<file path="src/rtl/ex_mem_reg_pkg.sv">
// Shared widths, enable levels and stall-bit positions for the EX/MEM pipeline register.
// The per-edge action decode lives here so the priority order is written in one place.
package ex_mem_reg_pkg;

  localparam int RegBus       = 32;
  localparam int RegAddrBus   = 5;
  localparam int DoubleRegBus = 64;
  localparam int StallBus     = 6;
  localparam int CntBus       = 2;

  localparam logic RstEnable    = 1'b1;
  localparam logic WriteEnable  = 1'b1;
  localparam logic WriteDisable = 1'b0;
  localparam logic Stop         = 1'b1;
  localparam logic NoStop       = 1'b0;
  localparam logic [RegBus-1:0] ZeroWord = '0;

  localparam int STALL_EX  = 3;
  localparam int STALL_MEM = 4;

  typedef enum logic [2:0] {
    ACT_RESET,
    ACT_FLUSH,
    ACT_BUBBLE,
    ACT_HOLD,
    ACT_ADVANCE
  } action_e;

  // EX stopped with MEM running becomes a bubble; EX-go with MEM-stop is treated as advance.
  function automatic action_e next_action(input logic rst, input logic flush,
                                          input logic ex_stop, input logic mem_stop);
    if (rst == RstEnable) return ACT_RESET;
    if (flush) return ACT_FLUSH;
    if (ex_stop == Stop && mem_stop == NoStop) return ACT_BUBBLE;
    if (ex_stop == Stop) return ACT_HOLD;
    return ACT_ADVANCE;
  endfunction

endpackage

</file>
<file path="src/rtl/ex_mem_reg_if.sv">
// EX-to-MEM bus: stall/flush control, EX results in, registered MEM results and MADD feedback out.
interface ex_mem_reg_if
  import ex_mem_reg_pkg::*;
#(
  parameter int DATA_W = RegBus,
  parameter int ADDR_W = RegAddrBus,
  parameter int CNT_W  = CntBus
);

  logic [StallBus-1:0] stall;
  logic                flush;
  logic [ADDR_W-1:0]   ex_wd;
  logic                ex_wreg;
  logic [DATA_W-1:0]   ex_wdata;
  logic                ex_whilo;
  logic [DATA_W-1:0]   ex_hi;
  logic [DATA_W-1:0]   ex_lo;
  logic [2*DATA_W-1:0] hilo_i;
  logic [CNT_W-1:0]    cnt_i;

  logic [ADDR_W-1:0]   mem_wd;
  logic                mem_wreg;
  logic [DATA_W-1:0]   mem_wdata;
  logic                mem_whilo;
  logic [DATA_W-1:0]   mem_hi;
  logic [DATA_W-1:0]   mem_lo;
  logic [2*DATA_W-1:0] hilo_o;
  logic [CNT_W-1:0]    cnt_o;

  modport master (
    output stall, flush, ex_wd, ex_wreg, ex_wdata, ex_whilo, ex_hi, ex_lo, hilo_i, cnt_i,
    input  mem_wd, mem_wreg, mem_wdata, mem_whilo, mem_hi, mem_lo, hilo_o, cnt_o
  );

  modport slave (
    input  stall, flush, ex_wd, ex_wreg, ex_wdata, ex_whilo, ex_hi, ex_lo, hilo_i, cnt_i,
    output mem_wd, mem_wreg, mem_wdata, mem_whilo, mem_hi, mem_lo, hilo_o, cnt_o
  );

endinterface

</file>
<file path="src/rtl/ex_mem_reg.sv">
// EX/MEM pipeline register: one bank of flops behind a reset/flush/bubble/hold/advance mux.
// hilo_o/cnt_o carry a MADD/MSUB partial product across the EX self-stall.
module ex_mem_reg
  import ex_mem_reg_pkg::*;
#(
  parameter int DATA_W = RegBus,
  parameter int ADDR_W = RegAddrBus,
  parameter int CNT_W  = CntBus
) (
  input  logic         clk,
  input  logic         rst,
  ex_mem_reg_if.slave  bus
);

  logic [ADDR_W-1:0]   r_mem_wd;
  logic                r_mem_wreg;
  logic [DATA_W-1:0]   r_mem_wdata;
  logic                r_mem_whilo;
  logic [DATA_W-1:0]   r_mem_hi;
  logic [DATA_W-1:0]   r_mem_lo;
  logic [2*DATA_W-1:0] r_hilo;
  logic [CNT_W-1:0]    r_cnt;

  action_e w_act;

  always_comb begin
    w_act = next_action(rst, bus.flush, bus.stall[STALL_EX], bus.stall[STALL_MEM]);
  end

  always_ff @(posedge clk) begin
    case (w_act)
      ACT_RESET, ACT_FLUSH: begin
        r_mem_wd    <= '0;
        r_mem_wreg  <= WriteDisable;
        r_mem_wdata <= ZeroWord;
        r_mem_whilo <= WriteDisable;
        r_mem_hi    <= ZeroWord;
        r_mem_lo    <= ZeroWord;
        r_hilo      <= '0;
        r_cnt       <= '0;
      end
      // NOP into MEM, but keep the accumulator EX will read back next cycle.
      ACT_BUBBLE: begin
        r_mem_wd    <= '0;
        r_mem_wreg  <= WriteDisable;
        r_mem_wdata <= ZeroWord;
        r_mem_whilo <= WriteDisable;
        r_mem_hi    <= ZeroWord;
        r_mem_lo    <= ZeroWord;
        r_hilo      <= bus.hilo_i;
        r_cnt       <= bus.cnt_i;
      end
      ACT_HOLD: begin
      end
      default: begin
        r_mem_wd    <= bus.ex_wd;
        r_mem_wreg  <= bus.ex_wreg;
        r_mem_wdata <= bus.ex_wdata;
        r_mem_whilo <= bus.ex_whilo;
        r_mem_hi    <= bus.ex_hi;
        r_mem_lo    <= bus.ex_lo;
        r_hilo      <= '0;
        r_cnt       <= '0;
      end
    endcase
  end

  assign bus.mem_wd    = r_mem_wd;
  assign bus.mem_wreg  = r_mem_wreg;
  assign bus.mem_wdata = r_mem_wdata;
  assign bus.mem_whilo = r_mem_whilo;
  assign bus.mem_hi    = r_mem_hi;
  assign bus.mem_lo    = r_mem_lo;
  assign bus.hilo_o    = r_hilo;
  assign bus.cnt_o     = r_cnt;

endmodule

</file>
<file path="src/flat_wrapper.sv">
// flat-port wrapper written by rule: the top's interface ports become plain ports
module ex_mem_reg_flat import ex_mem_reg_pkg::*;
#(
  parameter int DATA_W = RegBus,
  parameter int ADDR_W = RegAddrBus,
  parameter int CNT_W  = CntBus
)
  (clk, rst, bus_stall, bus_flush, bus_ex_wd, bus_ex_wreg, bus_ex_wdata, bus_ex_whilo, bus_ex_hi, bus_ex_lo, bus_hilo_i, bus_cnt_i, bus_mem_wd, bus_mem_wreg, bus_mem_wdata, bus_mem_whilo, bus_mem_hi, bus_mem_lo, bus_hilo_o, bus_cnt_o);
  ex_mem_reg_if #(.DATA_W(DATA_W), .ADDR_W(ADDR_W), .CNT_W(CNT_W)) bus_i ();
  input  logic clk;
  input  logic rst;
  input wire logic [$bits(bus_i.stall)-1:0] bus_stall;
  input wire logic [$bits(bus_i.flush)-1:0] bus_flush;
  input wire logic [$bits(bus_i.ex_wd)-1:0] bus_ex_wd;
  input wire logic [$bits(bus_i.ex_wreg)-1:0] bus_ex_wreg;
  input wire logic [$bits(bus_i.ex_wdata)-1:0] bus_ex_wdata;
  input wire logic [$bits(bus_i.ex_whilo)-1:0] bus_ex_whilo;
  input wire logic [$bits(bus_i.ex_hi)-1:0] bus_ex_hi;
  input wire logic [$bits(bus_i.ex_lo)-1:0] bus_ex_lo;
  input wire logic [$bits(bus_i.hilo_i)-1:0] bus_hilo_i;
  input wire logic [$bits(bus_i.cnt_i)-1:0] bus_cnt_i;
  output wire logic [$bits(bus_i.mem_wd)-1:0] bus_mem_wd;
  output wire logic [$bits(bus_i.mem_wreg)-1:0] bus_mem_wreg;
  output wire logic [$bits(bus_i.mem_wdata)-1:0] bus_mem_wdata;
  output wire logic [$bits(bus_i.mem_whilo)-1:0] bus_mem_whilo;
  output wire logic [$bits(bus_i.mem_hi)-1:0] bus_mem_hi;
  output wire logic [$bits(bus_i.mem_lo)-1:0] bus_mem_lo;
  output wire logic [$bits(bus_i.hilo_o)-1:0] bus_hilo_o;
  output wire logic [$bits(bus_i.cnt_o)-1:0] bus_cnt_o;
  assign bus_i.stall = bus_stall;
  assign bus_i.flush = bus_flush;
  assign bus_i.ex_wd = bus_ex_wd;
  assign bus_i.ex_wreg = bus_ex_wreg;
  assign bus_i.ex_wdata = bus_ex_wdata;
  assign bus_i.ex_whilo = bus_ex_whilo;
  assign bus_i.ex_hi = bus_ex_hi;
  assign bus_i.ex_lo = bus_ex_lo;
  assign bus_i.hilo_i = bus_hilo_i;
  assign bus_i.cnt_i = bus_cnt_i;
  assign bus_mem_wd = bus_i.mem_wd;
  assign bus_mem_wreg = bus_i.mem_wreg;
  assign bus_mem_wdata = bus_i.mem_wdata;
  assign bus_mem_whilo = bus_i.mem_whilo;
  assign bus_mem_hi = bus_i.mem_hi;
  assign bus_mem_lo = bus_i.mem_lo;
  assign bus_hilo_o = bus_i.hilo_o;
  assign bus_cnt_o = bus_i.cnt_o;
  ex_mem_reg #(.DATA_W(DATA_W), .ADDR_W(ADDR_W), .CNT_W(CNT_W)) u_core (.clk(clk), .rst(rst), .bus(bus_i));
endmodule
</file>
<file path="config.mk">
export PLATFORM = sky130hd
export DESIGN_NAME = ex_mem_reg_flat
export DESIGN_NICKNAME = d
export VERILOG_FILES = /design/src/rtl/ex_mem_reg_pkg.sv /design/src/rtl/ex_mem_reg_if.sv /design/src/rtl/ex_mem_reg.sv /design/src/flat_wrapper.sv
export SDC_FILE = /design/constraint.sdc
export NUM_CORES = 1
export LEC_CHECK = 0
export ABC_AREA = 1
export CORE_MARGIN = 2
export CORE_UTILIZATION = 30
export CTS_CLUSTER_SIZE = 12
export DETAILED_ROUTE_END_ITERATION = 7
export HOLD_SLACK_MARGIN = 0.03
export PLACE_DENSITY = 0.66
export SYNTH_ARGS = -nofsm -noshare
export SYNTH_HDL_FRONTEND = slang
export SYNTH_SLANG_ARGS = --single-unit
export TNS_END_PERCENT = 30
</file>
<file path="constraint.sdc">
create_clock -name clk -period 6.2 [get_ports clk]
set_clock_uncertainty 0.2 [all_clocks]
set_input_delay 0.62 -clock clk [delete_from_list [all_inputs] [get_ports clk]]
set_output_delay 0.62 -clock clk [all_outputs]
set_load 0.01 [all_outputs]
</file>
Word level (Yosys, flattened, before mapping)
Index checks and enable logic that the tools add are counted.

Register bits: 169. Bits of input ports: 178. Output and inout port bits: 169. Logic and storage cells: 41.

Equality and inequality tests: 3. Mux-type cells: 26. Bitwise gates (word level): 1. Reductions and logical operators: 3.

Operators by type and width (number): one-hot mux 32 bit (2 select lines) (3); one-hot mux 64 bit (2 select lines) (1); two-way mux 3 bit (8); two-way mux 1 bit (10); one-hot mux 5 bit (2 select lines) (1); == test 3 x 2 -> 1 bit, second input constant (2); one-hot mux 1 bit (2 select lines) (2); one-hot mux 2 bit (2 select lines) (1); == test 3 x 1 -> 1 bit, second input constant (1); zero test 3 bit (1); OR reduction 3 bit (1); logical AND 1 bit (1); NOT 1 bit (1).

Longest topological paths before layout
Depth after elaboration: 15. Mapped depth: 6. Gate-level depth less buffers: 4.

Worst setup path before layout
Ideal clock, no wire load.

Path kind: input to register. Start point: in bus_flush. End point: reg u_core.r_cnt[0] (netlist: u_core.bus.cnt_o[0]) (enable). Library setup time: 1.823 ns. Data arrival time: 4.535 ns. Required time: 4.177 ns. Path slack: -0.359 ns. Stages: 2. Buffers on the path: 0. Cells stage by stage: nor2_2 nand3_1.

Longest elaborated chain between the ends: 8. Elaborated cells on any way between the ends: 10. Those cells by class: 1 x eq/ne; 9 x mux.

Ends and longest elaborated chain: start: declaration (line flat_wrapper.sv:13) `input wire logic [$bits(bus_i.flush)-1:0] bus_flush;`; two-way mux 3 bit (line ex_mem_reg_pkg.sv:33) `if (flush) return ACT_FLUSH;`; two-way mux 3 bit (line ex_mem_reg_pkg.sv:34) `if (ex_stop == Stop && mem_stop == NoStop) return ACT_BUBBLE;`; two-way mux 3 bit (line ex_mem_reg_pkg.sv:35) `if (ex_stop == Stop) return ACT_HOLD;`; two-way mux 3 bit (line ex_mem_reg_pkg.sv:36) `return ACT_ADVANCE;`; two-way mux 3 bit (line ex_mem_reg_pkg.sv:35); two-way mux 3 bit * (line ex_mem_reg_pkg.sv:34); two-way mux 3 bit * (line ex_mem_reg_pkg.sv:33); == test 3 x 2 -> 1 bit * (line ex_mem_reg.sv:31) `case (w_act)`; end signal: assignment (line ex_mem_reg.sv:51) `r_cnt <= bus.cnt_i;`; end: declaration (line ex_mem_reg.sv:22) `logic [CNT_W-1:0] r_cnt;`.

Every way passes the cells marked *; elsewhere a longest branch is shown, timed or not. The select of a mux whose other input is x is not followed. A chain may end at the register's enable or synchronous reset.

Worst setup path in the final report
Start point: in bus_flush. End point: reg u_core.r_mem_lo[27] (netlist: u_core.bus.mem_lo[27]) (enable).

Longest elaborated chain between the ends: 8. Elaborated cells on any way between the ends: 10. Those cells by class: 1 x eq/ne; 9 x mux.

Ends and longest elaborated chain: two-way mux 3 bit (line ex_mem_reg_pkg.sv:33); two-way mux 3 bit (line ex_mem_reg_pkg.sv:34); two-way mux 3 bit (line ex_mem_reg_pkg.sv:35); two-way mux 3 bit (line ex_mem_reg_pkg.sv:36); two-way mux 3 bit (line ex_mem_reg_pkg.sv:35); two-way mux 3 bit * (line ex_mem_reg_pkg.sv:34); two-way mux 3 bit * (line ex_mem_reg_pkg.sv:33); == test 3 x 2 -> 1 bit * (line ex_mem_reg.sv:31); end signal: assignment (line ex_mem_reg.sv:38) `r_mem_lo <= ZeroWord;`; end signal: assignment (line ex_mem_reg.sv:49) `r_mem_lo <= ZeroWord;`; end signal: assignment (line ex_mem_reg.sv:61) `r_mem_lo <= bus.ex_lo;`; end: declaration (line ex_mem_reg.sv:20) `logic [DATA_W-1:0] r_mem_lo;`.

Marks and branches as above.

==> results by stage <==
Synthesis:
- Among all flip-flop cells after synthesis, the most frequent one is edfxtp_1.
- By instance count, the leading cell after synthesis is inv_1.
- In this run, synthesis produced a sequential element count of approximately 170.
- Summed over all instances, the cell type with the most area after synthesis is edfxtp_1.
- The mean area per synthesized cell is approximately 12 um2.
- The area fraction of the dominant cell type after synthesis is between 70% and 80%.
- Sorting the synthesized cells by area gives the leading types as edfxtp_1 (78%), inv_1 (9.8%), nor2_1 (9.8%).
- The cell area that synthesis handed to floorplanning was 6540 um2.
- The post-synthesis async set-or-reset flop share is 0%.
- The count of flip-flops with a built-in enable after synthesis is 169.
- Counting instances in the post-synthesis netlist gives the leading cell types as inv_1 (171), nor2_1 (170), edfxtp_1 (169).
- The number of unique standard cell types used by synthesis is 10.
- Synthesis produced around 530 cells.
- Summing the sequential cell areas from Yosys gives between 70 and 80% of the chip area.
- The warning count from the yosys run is 0.
- The number of nets produced by synthesis is a little over 700.

Timing:
- The max-slew violation total from the final report is 0.
- Setup violations remaining at the end of the flow were counted as 0.
- Setup repair after global routing left no endpoint under its margin.
- The slew at the pin with the worst max-slew slack is 0.971 ns.
- After layout, the worst setup slack is between 3 and 4 ns.
- The timing-limited maximum frequency is ~380 MHz.
- The final worst-path cycle share is about two fifths.
- The worst pin sits at a relative slew slack of between 30% and 40%.
- The hold violation total from the final report was 0.
- The post-layout minimum cycle time is 2.60 ns.
- Setup total negative slack on the finished layout was measured at 0 ns.

Clocking:
- The post-CTS setup repair buffer count is 0.
- The tree is rooted in a clkbuf_16.
- The CTS buffer count is 17.
- The number of levels in the clock H-tree is 4.
- The TritonCTS clock tree is built.
- Gates resized during post-CTS repair numbered 0.
- Buffers inserted to repair hold after CTS numbered 0.
- The number of clock sinks is around 170.
- The clock passes through at most 2 buffers.
- Clock-pin slew was measured on the worst setup and hold paths at roughly 0.070 ns.

Floorplanning:
- The number of top-level pins is ~350.
- The initial utilization of the core area, before any placement, comes to a little under a third.
- The number of core rows is 54.
- The die outline height is around 150 um.
- The die area is 23000 um2.
- The core region is 21600 um2.
- Measured along the x axis, the die boundary spans 152 um.

GRT:
- The wire length of the first global-routing pass is approximately 24 mm.
- Global routing consumed, over all layers together, roughly 14% of the routing resources.
- Summed over all layers, the global routing overflow is 0.
- The via count of the first global-routing pass was roughly 4300.
- Entering global routing, the biggest net connects 74 pins.
- The number of antenna violations at the first check in global routing is 0.

Routing:
- The first detailed-routing pass took 4 iterations.
- After detailed routing, the number of remaining DRC violations is 0.
- Across all layers, the routed design uses ~4600 vias.
- For this block, the initial DRC count from the detailed router was ~170.
- For this block, the routed nets add up to between 15 and 20 mm of wire.
- Using the TritonRoute via totals, the vias-per-cell ratio works out to ~3.9.
- The average routed wire per standard cell is roughly 15 um.
- The number of nets still failing antenna checks after routing is 0.

Finish:
- The share of final-layout standard cells stronger than drive strength 1 is slightly above 4%.
- The net total in the final layout is ~1100.
- After routing the design area is approximately 11000 um2.
- The synthesis-to-finish area growth is 64.3%.
- The repair_antennas step left the layout with diodes totalling 0.
- The filler cell count is about 2000.

Run status:
- The flow ran to the end, and the final reports show no timing, DRC or antenna violations.

Place:
- The final weighted congestion in routability-driven placement is ~0.74.
- Once placement finished, the instance area stood at between 10000 and 15000 um2.
- The post-placement setup slack is between 3 and 4 ns.
- The count of buffers added on input and output ports is ~340.
- The wire-length estimate of the detail-placed layout is around 12 mm.

Setup path:
- The worst setup path is launched from a primary input.
- The worst setup path is captured at a flip-flop.
- The required arrival time at the worst endpoint is 6.04 ns.
- The biggest fanout along the worst timing path is 73.
- The data arrival time of the critical path is roughly 2.4 ns.
- The critical path is of the primary input to flip-flop type.

Pwr:
- Dividing total power by cell area gives a power density of around 250 nW/um2.
- The leakage power figure is between 4 and 5 nW.
- The worst voltage drop across the vdd grid is 0.168 mV.

Worst hold path:
- The path class of the tightest hold or removal check is primary input to flip-flop.
- The worst hold path passes through 3 cells.

Job:
- The max-capacitance violation count is 0.
## kinds of logic after synthesis
group / Yosys count / synth area share (%)
DFF: 169 / 77.6
and+or+nand+nor: 175 / 10.1
buffers and inverters: 189 / 12.3
## flip-flops by register name (all words and copies together) (netlist names)
signal,flops
u_core.bus.hilo_o,64
u_core.bus.mem_hi,32
u_core.bus.mem_lo,32
u_core.bus.mem_wdata,32
u_core.bus.mem_wd,5
u_core.bus.cnt_o,2
u_core.bus.mem_whilo,1
u_core.bus.mem_wreg,1
## layout make-up
cell class                 count  area, um2  area share [%]
tap                          280        350            3.26
clock inverter                14        116            1.08
clock buffer                  18        429            3.99
inverter                     171        642            5.97
sequential                   169       5070            47.2
multi-input combinational    175        683            6.36
timing repair buffer         346       3450            32.1
## worst max-delay path, stage by stage
cell             delay, ns
clkdlybuf4s50_1       0.41
nor2_2                0.30
nand3_4               0.45
buf_4                 0.58
## layout by cell type (no fill, tap or decap), drive strengths merged
cell | netlist | final
nand2 | 3 | 3
edfxtp | 169 | 169
clkdlybuf4s50 | 0 | 342
clkinv | 0 | 5
inv | 171 | 177
nand3 | 1 | 1
nor2 | 171 | 171
clkinvlp | 0 | 3
buf | 16 | 4
clkbuf | 2 | 18
## metrics by stage
step | utilization (%) | hold slack, ns | power, mW | std cells
global route | 49.7 | 0.614 | 2.76 | 1173
detailed placement | 47.2 | 1.07 | 1.68 | 1141
finish | 49.7 | 0.634 | 2.66 | 1173
global placement | 47.2 | 1.06 | 1.68 | 1141
floorplan | - | 0.628 | 1.45 | 533
CTS | 49.7 | 0.610 | 2.69 | 1173
## power by group
| part | internal, mW | switching (mW) |
|---|---|---|
| logic | 0.204 | 0.122 |
| registers | 1.31 | 0.0153 |
| clock network | 0.524 | 0.482 |
## worst paths after layout
check	to	from	slack, ns
worst min-delay path	u_core.bus.mem_lo[0]	bus_ex_lo[0]	0.63
worst max-delay path	u_core.bus.mem_lo[27]	bus_flush	3.60
## layer usage
layer,track usage (%),wire (um),up-vias
met5,0,0,-
met4,4.77,231,0
met3,5.96,1750,16
met2,24.3,8720,203
met1,15.0,6320,2119
li1,-,-,2288
No activity file was read; power rests on OpenSTA's default activity.
